## src/rtl/uart_tx_core.sv

```systemverilog
// UART transmit core: one serial bit per CLK, start + DATA_WIDTH data bits (LSB first)
// + optional parity + one stop bit; idle-high line with registered TX_OUT and Busy.
module uart_tx_core #(
   parameter int DATA_WIDTH = 8
) (
   input  logic                  CLK,
   input  logic                  RST,
   input  logic [DATA_WIDTH-1:0] P_DATA,
   input  logic                  Data_Valid,
   input  logic                  PAR_EN,
   input  logic                  PAR_TYP,
   output logic                  TX_OUT,
   output logic                  Busy
);

   localparam int CNT_W = (DATA_WIDTH > 1) ? $clog2(DATA_WIDTH) : 1;
   localparam logic [CNT_W-1:0] LAST_BIT = CNT_W'(DATA_WIDTH - 1);

   typedef enum logic [2:0] {
      IDLE   = 3'd0,
      START  = 3'd1,
      DATA   = 3'd2,
      PARITY = 3'd3,
      STOP   = 3'd4
   } state_t;

   // Even parity is the XOR of all data bits; odd parity inverts it.
   function automatic logic parity_f(input logic [DATA_WIDTH-1:0] data, input logic odd);
      return (^data) ^ odd;
   endfunction

   state_t                 state_r, state_s;
   logic [CNT_W-1:0]       bit_cnt_r, bit_cnt_s;
   logic [DATA_WIDTH-1:0]  data_r, data_s;
   logic                   par_en_r, par_en_s;
   logic                   par_typ_r, par_typ_s;
   logic                   tx_out_r, tx_s;
   logic                   busy_r, busy_s;

   // Next-state, frame-field latching and bit counter sequencing.
   always_comb begin
      state_s   = state_r;
      bit_cnt_s = bit_cnt_r;
      data_s    = data_r;
      par_en_s  = par_en_r;
      par_typ_s = par_typ_r;
      case (state_r)
         IDLE: begin
            bit_cnt_s = {CNT_W{1'b0}};
            if (Data_Valid) begin
               state_s   = START;
               data_s    = P_DATA;
               par_en_s  = PAR_EN;
               par_typ_s = PAR_TYP;
            end else begin
               state_s = IDLE;
            end
         end
         START: begin
            state_s   = DATA;
            bit_cnt_s = {CNT_W{1'b0}};
         end
         DATA: begin
            if (bit_cnt_r == LAST_BIT) begin
               bit_cnt_s = {CNT_W{1'b0}};
               if (par_en_r) begin
                  state_s = PARITY;
               end else begin
                  state_s = STOP;
               end
            end else begin
               bit_cnt_s = bit_cnt_r + CNT_W'(1'b1);
            end
         end
         PARITY: begin
            state_s   = STOP;
            bit_cnt_s = {CNT_W{1'b0}};
         end
         STOP: begin
            state_s   = IDLE;
            bit_cnt_s = {CNT_W{1'b0}};
         end
         default: begin
            state_s   = IDLE;
            bit_cnt_s = {CNT_W{1'b0}};
         end
      endcase
   end

   // Outputs are decoded from the upcoming state so the registers show the current bit.
   always_comb begin
      tx_s   = 1'b1;
      busy_s = 1'b0;
      case (state_s)
         IDLE: begin
            tx_s   = 1'b1;
            busy_s = 1'b0;
         end
         START: begin
            tx_s   = 1'b0;
            busy_s = 1'b1;
         end
         DATA: begin
            tx_s   = data_s[bit_cnt_s];
            busy_s = 1'b1;
         end
         PARITY: begin
            tx_s   = parity_f(data_s, par_typ_s);
            busy_s = 1'b1;
         end
         STOP: begin
            tx_s   = 1'b1;
            busy_s = 1'b1;
         end
         default: begin
            tx_s   = 1'b1;
            busy_s = 1'b0;
         end
      endcase
   end

   // State, latched frame fields and registered line outputs.
   always_ff @(posedge CLK or negedge RST) begin
      if (!RST) begin
         state_r   <= IDLE;
         bit_cnt_r <= {CNT_W{1'b0}};
         data_r    <= {DATA_WIDTH{1'b0}};
         par_en_r  <= 1'b0;
         par_typ_r <= 1'b0;
         tx_out_r  <= 1'b1;
         busy_r    <= 1'b0;
      end else begin
         state_r   <= state_s;
         bit_cnt_r <= bit_cnt_s;
         data_r    <= data_s;
         par_en_r  <= par_en_s;
         par_typ_r <= par_typ_s;
         tx_out_r  <= tx_s;
         busy_r    <= busy_s;
      end
   end

   assign TX_OUT = tx_out_r;
   assign Busy   = busy_r;

endmodule
```

## config.mk

```make
export PLATFORM = sky130hd
export DESIGN_NAME = uart_tx_core
export DESIGN_NICKNAME = d
export VERILOG_FILES = /design/src/rtl/uart_tx_core.sv
export SDC_FILE = /design/constraint.sdc
export NUM_CORES = 1
export LEC_CHECK = 0
export ABC_AREA = 0
export CAP_MARGIN = 20
export CORE_MARGIN = 2
export CORE_UTILIZATION = 56
export CTS_BUF_LIST = sky130_fd_sc_hd__clkbuf_16
export DETAILED_ROUTE_END_ITERATION = 6
export PLACE_DENSITY = 0.82
export SLEW_MARGIN = 30
export SYNTH_ARGS = -nofsm -noshare
export SYNTH_HDL_FRONTEND = slang
export SYNTH_SLANG_ARGS = --single-unit
```

## constraint.sdc

```tcl
create_clock -name CLK -period 3.7 [get_ports CLK]
set_clock_uncertainty 0.1 [all_clocks]
set_input_delay 0.74 -clock CLK [delete_from_list [all_inputs] [get_ports CLK]]
set_output_delay 0.74 -clock CLK [all_outputs]
set_load 0.05 [all_outputs]
```

==> results of run 1 <==
-- path summary, 6_finish.rpt --
check / endpoint / depth (start not counted)
min in group asynchronous: Busy / 1
max in group asynchronous: par_typ_r / 1
worst min-delay path: par_typ_r / 1
worst max register to register: TX_OUT / 6
worst min register to register: par_typ_r / 1
worst max-delay path: TX_OUT / 7
-- power by group through the flow --
stage               logic (W)  clock network [W]  registers (W)
global route         0.000641           0.000227       0.000386
detailed placement   0.000589                  0       0.000375
CTS                  0.000596           0.000217       0.000372
floorplan            0.000489                  0       0.000376
finish               0.000592           0.000214       0.000374
global placement     0.000567                  0       0.000374
-- cells in the mapped netlist --
cell type / instances / area, sq um
nand3_1: 1 / 5.000
buf_6: 3 / 33.78
a32o_1: 1 / 10.01
dfstp_2: 1 / 26.28
ha_1: 2 / 25.02
and2b_1: 1 / 7.510
buf_4: 1 / 7.510
nand3b_1: 1 / 7.510
mux2_2: 10 / 112.6
nor3_1: 1 / 5.000
dfrtp_1: 17 / 425.4
xnor2_1: 11 / 96.34
o21ai_0: 2 / 10.01
mux2i_1: 6 / 60.06
nand2b_1: 2 / 12.51
o32ai_2: 1 / 16.27
o22ai_1: 1 / 6.260
nor4b_4: 1 / 23.77
xnor3_2: 1 / 23.77
a31oi_1: 1 / 6.260
nand4bb_1: 1 / 11.26
a21oi_1: 2 / 10.01
and2_1: 1 / 6.260
nor2b_1: 2 / 12.51
and4_1: 1 / 8.760
inv_1: 2 / 7.510
and4bb_1: 1 / 12.51
nand2_1: 1 / 3.750
or3_1: 1 / 6.260
and4b_1: 1 / 10.01
nor2_1: 3 / 11.26
and2b_2: 1 / 8.760
nor3b_1: 2 / 15.01
-- final cells by class --
type	count	area, sq um
inverters	2	7.507
fillers	118	484.2
well taps	25	31.28
repair buffers	15	147.6
multi-input cells	60	544.3
clock buffers	3	75.07
flip-flops and latches	18	451.7
clock inverters	1	3.754
-- stage by stage --
step / total power (W) / setup slack, ps / hold slack (ps)
CTS: 0.001186 / 1014 / 451.8
floorplan: 0.0008650 / 1433 / 344.4
global route: 0.001254 / 933.0 / 463.6
detailed placement: 0.0009638 / 759.8 / 417.7
global placement: 0.0009412 / 844.7 / 396.0
finish: 0.001180 / 1049 / 442.6
-- metal layers --
layer	up-vias	track usage, %	wire, um
li1	333	-	-
met1	345	23.67	791
met2	27	32.88	888
met3	5	3.462	94
met4	0	10.00	34
met5	-	0	0
-- registers in the layout (all words and copies together) (netlist names) --
| name | count |
|---|---|
| data_r | 8 |
| bit_cnt_r | 3 |
| state_r | 3 |
| Busy | 1 |
| TX_OUT | 1 |
| par_en_r | 1 |
| par_typ_r | 1 |
-- cell families after synthesis --
logic type	share of synthesized area (%)
buffers and inverters	4.671
AND/OR/NAND/NOR	16.05
multiplexers	16.53
adder cells (fa/ha/maj)	2.395
AO/OA/AOI/OAI	5.630
XOR/XNOR	11.50
flip-flops	43.23
-- placed cells by master, fill, tap and decap left out, types with 2 or more instances in the layout --
cell	n
dfrtp_1	17
clkdlybuf4s50_1	14
xnor2_1	11
mux2_2	10
mux2i_1	6
nor2_1	3
inv_1	3
clkbuf_16	3
nor2b_1	2
nor3b_1	2
nand2b_1	2
o21ai_0	2
a21oi_1	2
ha_1	2
==> results by group, run 1 <==
Outcome
  – Status: finished, final reports clean

Timing
  – Max Clock Freq: 377.2 MHz
  – Unrepaired setup endpoints after global routing: false
  – Actual slew at the worst max-slew pin: 781.1 ps
  – Slew HR: 47.77%
  – Final setup vio count: 0
  – Min Tclk post-route: 2651 ps
  – Final Hold Vio Count: 0
  – TNS Setup: 0 ps
  – Fin. max-slew vios: 0
  – Final period utilization: 71.65%

Power
  – Logic pwr share: 50.2%
  – PwrDens: 935.8 nW/um^2
  – Clk pwr share: 18.1%
  – Lkg Pwr: 0.5266 nW
  – Int Pwr: 0.0007650 W
  – Maximum vdd drop: 0.5273 mV
  – NetSw: 0.0004152 W
  – Switching share of power: 35.18%
  – Sequential Power Share: 31.7%

Synthesis
  – Register area share after synthesis: 43.23%
  – Gate Count Post-Synth: 84
  – Ys Warns: 0
  – Post-Syn Area: 1045 sq um
  – Syn Area/Cell: 12.44 sq um
  – Syn_nets: 99
  – Post-synthesis cell type count: 33
  – Flops & latches, synth: 18

Layout
  – Layout area overhead: 20.72%
  – Antenna diode count: 0
  – Share of layout cells above drive strength 1: 19.19%
  – Post-layout util: 72.26%
  – Non-filler instance count after layout: 124
  – Post-route cell area: 1261 sq um
  – Final #Nets: 115

Critical path
  – Largest delay share family, worst path: buffers and inverters
  – CP Class: in2reg
  – RR Startpoint: state_r[1]
  – CP Launch Type: input pin
  – Crit-path slowest cell: clkdlybuf4s50_1
  – Worst Setup SP: Data_Valid
  – WP data required: 3760 ps
  – R2R Setup Slk: 1420 ps
  – CP bufs+invs: 2
  – Slowest Stage Delay on Critical Path: 470 ps
  – CP cell instances: clkdlybuf4s50_1, nor4b_4, buf_4, mux2i_1, xnor3_2, xnor2_1, o32ai_2
  – Critical Path Sink Type: register
  – Arr. time, crit path: 2710 ps
  – Critical-path maximum fanout: 11

Placement
  – Hpwl dp: 1318 um
  – Routability congestion estimate: 0.7655
  – Port-buffer cells: 14
  – Placed cells: 120
  – DP Area: 1182 sq um

GRT
  – First-pass GRT wire length: 2918 um
  – GRT Util Overall: 19.46%
  – Largest net degree at the start of global routing: 19
  – Initial antenna violation count: 0
  – Global route total overflow: 0
  – Vias in the first global route: 681

Floorplan
  – Core Rows: 15
  – Die W: 47.19 um
  – Initial core utilization: 59.86%
  – Die area: 2227 sq um
  – Die H: 47.19 um
  – Placeable Area: 1745 sq um
  – # IOs: 15

Hold path
  – Min-Delay Path Class: reg2reg
  – Min-delay src: par_typ_r

Drt
  – DRC Markers: 0
  – Pre-antenna DRT Iters: 4
  – Total number of vias: 710
  – WL final: 1808 um
  – Via density: 5.726
  – 1st-iter DRT viols: 26
  – DR WL/cell: 14.58 um
  – Final ANT Viol Nets: 0

Job
  – Max capacitance violation total: 0

Clocking
  – CTS clk-pin slew, worst paths: 50 ps
  – Postcts setup bufs: 0
  – CTS resizes: 0
  – Clock buffer count from CTS: 3
  – H-tree Lvls: 1
  – Hold Buf Count CTS: 0
  – Deepest clock path buffer count: 2
  – Clock Sinks: 18
  – CTS tree: built
  – Root buffer cell: clkbuf_16
  – Skew-Pair Late Insertion Delay: 250 ps
(Power assumes the default switching activity.)
==> inputs of run 2 (changes only) <==
- CORE_UTILIZATION: 56 -> 47
- PLACE_DENSITY: 0.82 -> 0.73
- clock period: 3.7 -> 2.3 ns (I/O delays scaled with it)
==> results by group, run 2 (same netlist as run 1, synthesis figures left out) <==
Critical path
  – R2r endpoint: TX_OUT
  – R2R Setup Slk: 170 ps (-1250 ps)
  – Critical Path End: TX_OUT
  – Critical-path maximum fanout: 6 (-5)
  – Critical Path Sink Type: register
  – CP Launch Type: input pin
  – FF-to-FF path depth: 7 (+1)
  – CP Class: in2reg
  – WP data required: 2360 ps (-1400 ps)
  – Worst Setup SP: Data_Valid
  – RR Startpoint: bit_cnt_r[0]
  – Arr. time, crit path: 2310 ps (-400 ps)

Outcome
  – Status: finished, final reports clean

GRT
  – Vias in the first global route: 734 (+7.8%)
  – Largest net degree at the start of global routing: 19 (unchanged)
  – First-pass GRT wire length: 3291 um (+13%)
  – Global route total overflow: 0 (unchanged)
  – GRT Util Overall: 17.98% (-1.5 points)
  – Initial antenna violation count: 0 (unchanged)

Clocking
  – Clock Sinks: 18 (unchanged)
  – Hold Buf Count CTS: 0 (unchanged)
  – CTS resizes: 0 (unchanged)
  – CTS tree: built
  – H-tree Lvls: 1 (unchanged)
  – Clock buffer count from CTS: 3 (unchanged)
  – Skew-Pair Late Insertion Delay: 250 ps (about the same)
  – Postcts setup bufs: 0 (unchanged)
  – CTS clk-pin slew, worst paths: 50 ps (about the same)
  – Deepest clock path buffer count: 2 (unchanged)
  – Root buffer cell: clkbuf_16

Layout
  – Final #Nets: 123 (+7.0%)
  – Fillers: 175 (+48%)
  – Top reg by flops: data_r
  – Most common cell after layout, fill and taps aside: dfrtp_1
  – Antenna diode count: 0 (unchanged)
  – Post-route cell area: 1338 sq um (+6.1%)
  – Layout area overhead: 28.02%
  – Most frequent cells in the layout: 17 x dfrtp_1, 14 x clkdlybuf4s50_1, 11 x xnor2_1
  – Max reg flops: 8 (unchanged)
  – Share of layout cells above drive strength 1: 26.17% (+7.0 points)
  – Largest regs: data_r: 8 flops, bit_cnt_r: 3 flops, state_r: 3 flops

Drt
  – Total number of vias: 680 (-4.2%)
  – 1st-iter DRT viols: 4 (-85%)
  – WL final: 1891 um (+4.6%)
  – DR WL/cell: 14.01 um (-3.9%)
  – Final ANT Viol Nets: 0 (unchanged)
  – Pre-antenna DRT Iters: 4 (unchanged)
  – Via density: 5.037 (-12%)
  – DRC Markers: 0 (unchanged)

Floorplan
  – Die H: 51.15 um (+8.4%)
  – Die W: 51.15 um (+8.4%)
  – Initial core utilization: 48.63% (-11 points)
  – Placeable Area: 2148 sq um (+23%)
  – Die area: 2616 sq um (+17%)
  – # IOs: 15 (unchanged)
  – Core Rows: 17 (+2)

Placement
  – Hpwl dp: 1420 um (+7.7%)
  – Routability congestion estimate: 0.7599 (-0.73%)
  – DP Area: 1246 sq um (+5.4%)
  – Port-buffer cells: 14 (unchanged)
  – Setup WS pre-CTS: -202.4 ps (-962.2 ps)

Timing
  – Min Tclk post-route: 2245 ps
  – Actual slew at the worst max-slew pin: 488.0 ps (-293.1 ps)
  – Hold WS: 427.7 ps (-14.97 ps)
  – Slew HR: 67.37% (+20 points)
  – Fin. max-slew vios: 0 (unchanged)
  – Worst setup margin: 55.23 ps (-993.9 ps)
  – Final Hold Vio Count: 0 (unchanged)
  – Unrepaired setup endpoints after global routing: false
  – Final period utilization: 97.60%
  – Max Clock Freq: 445.5 MHz
  – Final setup vio count: 0 (unchanged)

Job
  – Max capacitance violation total: 0 (unchanged)

Power
  – PwrDens: 1480 nW/um^2 (+58%)
  – Maximum vdd drop: 0.9918 mV (+88%)
  – Lkg Pwr: 0.5683 nW (+7.9%)

Hold path
  – Min-Delay Path Class: reg2reg
==> run 2: cell types whose count changed in the layout (fill, tap and decap cells not counted) <==
cell     delta
buf_4       +8
mux2i_1     -1
mux2i_4     +1
==> run 2: how the worst min path moves through the flow <==
stage / start / endpoint / depth (start not counted)
final: par_typ_r / par_typ_r / 1
after detailed placement: par_typ_r / par_typ_r / 1
after floorplan: RST / Busy / 0
after CTS: par_typ_r / par_typ_r / 1
after global placement: par_typ_r / par_typ_r / 1
after global routing: RST / state_r[0] / 2
==> run 2: cell type report <==
| type | count | area [sq um] | share of cell area [%] |
|---|---|---|---|
| inverter | 2 | 7.507 | 0.5613 |
| clock buffer | 3 | 75.07 | 5.613 |
| tap | 28 | 35.03 | 2.619 |
| multi-input combinational | 60 | 556.8 | 41.63 |
| sequential | 18 | 451.7 | 33.77 |
| timing repair buffer | 23 | 207.7 | 15.53 |
| clock inverter | 1 | 3.754 | 0.2806 |
==> run 2: where the power goes <==
part           total, W  internal [W]  switching [W]
logic           0.00105      0.000609       0.000437
clock network  0.000350      0.000231       0.000119
registers      0.000584      0.000467       0.000117
==> run 2: worst max-delay path, stage by stage <==
cell	delay, ps
clkdlybuf4s50_1	490
nor4b_4	200
buf_4	210
mux2i_4	240
xnor3_2	440
xnor2_1	190
o32ai_2	90
==> run 2: metrics by stage <==
| step | instances | TNS, ps | total power [W] | utilization, % |
|---|---|---|---|---|
| floorplan | 84 | 0 | 0.001391 | - |
| global placement | 131 | -142.8 | 0.001595 | 58.01 |
| detailed placement | 131 | -202.4 | 0.001620 | 58.01 |
| CTS | 135 | 0 | 0.001975 | 61.68 |
| global route | 135 | 0 | 0.002114 | 62.26 |
| finish | 135 | 0 | 0.001980 | 62.26 |
==> run 2: layer usage <==
metal  vias up  part of all wire [%]  global-route usage, %
met3         5                   3.9                  4.386
li1        342                     -                      -
met2        16                    50                  30.09
met1       317                    44                  20.64
met5         -                     0                      0
met4         0                   2.3                  10.81
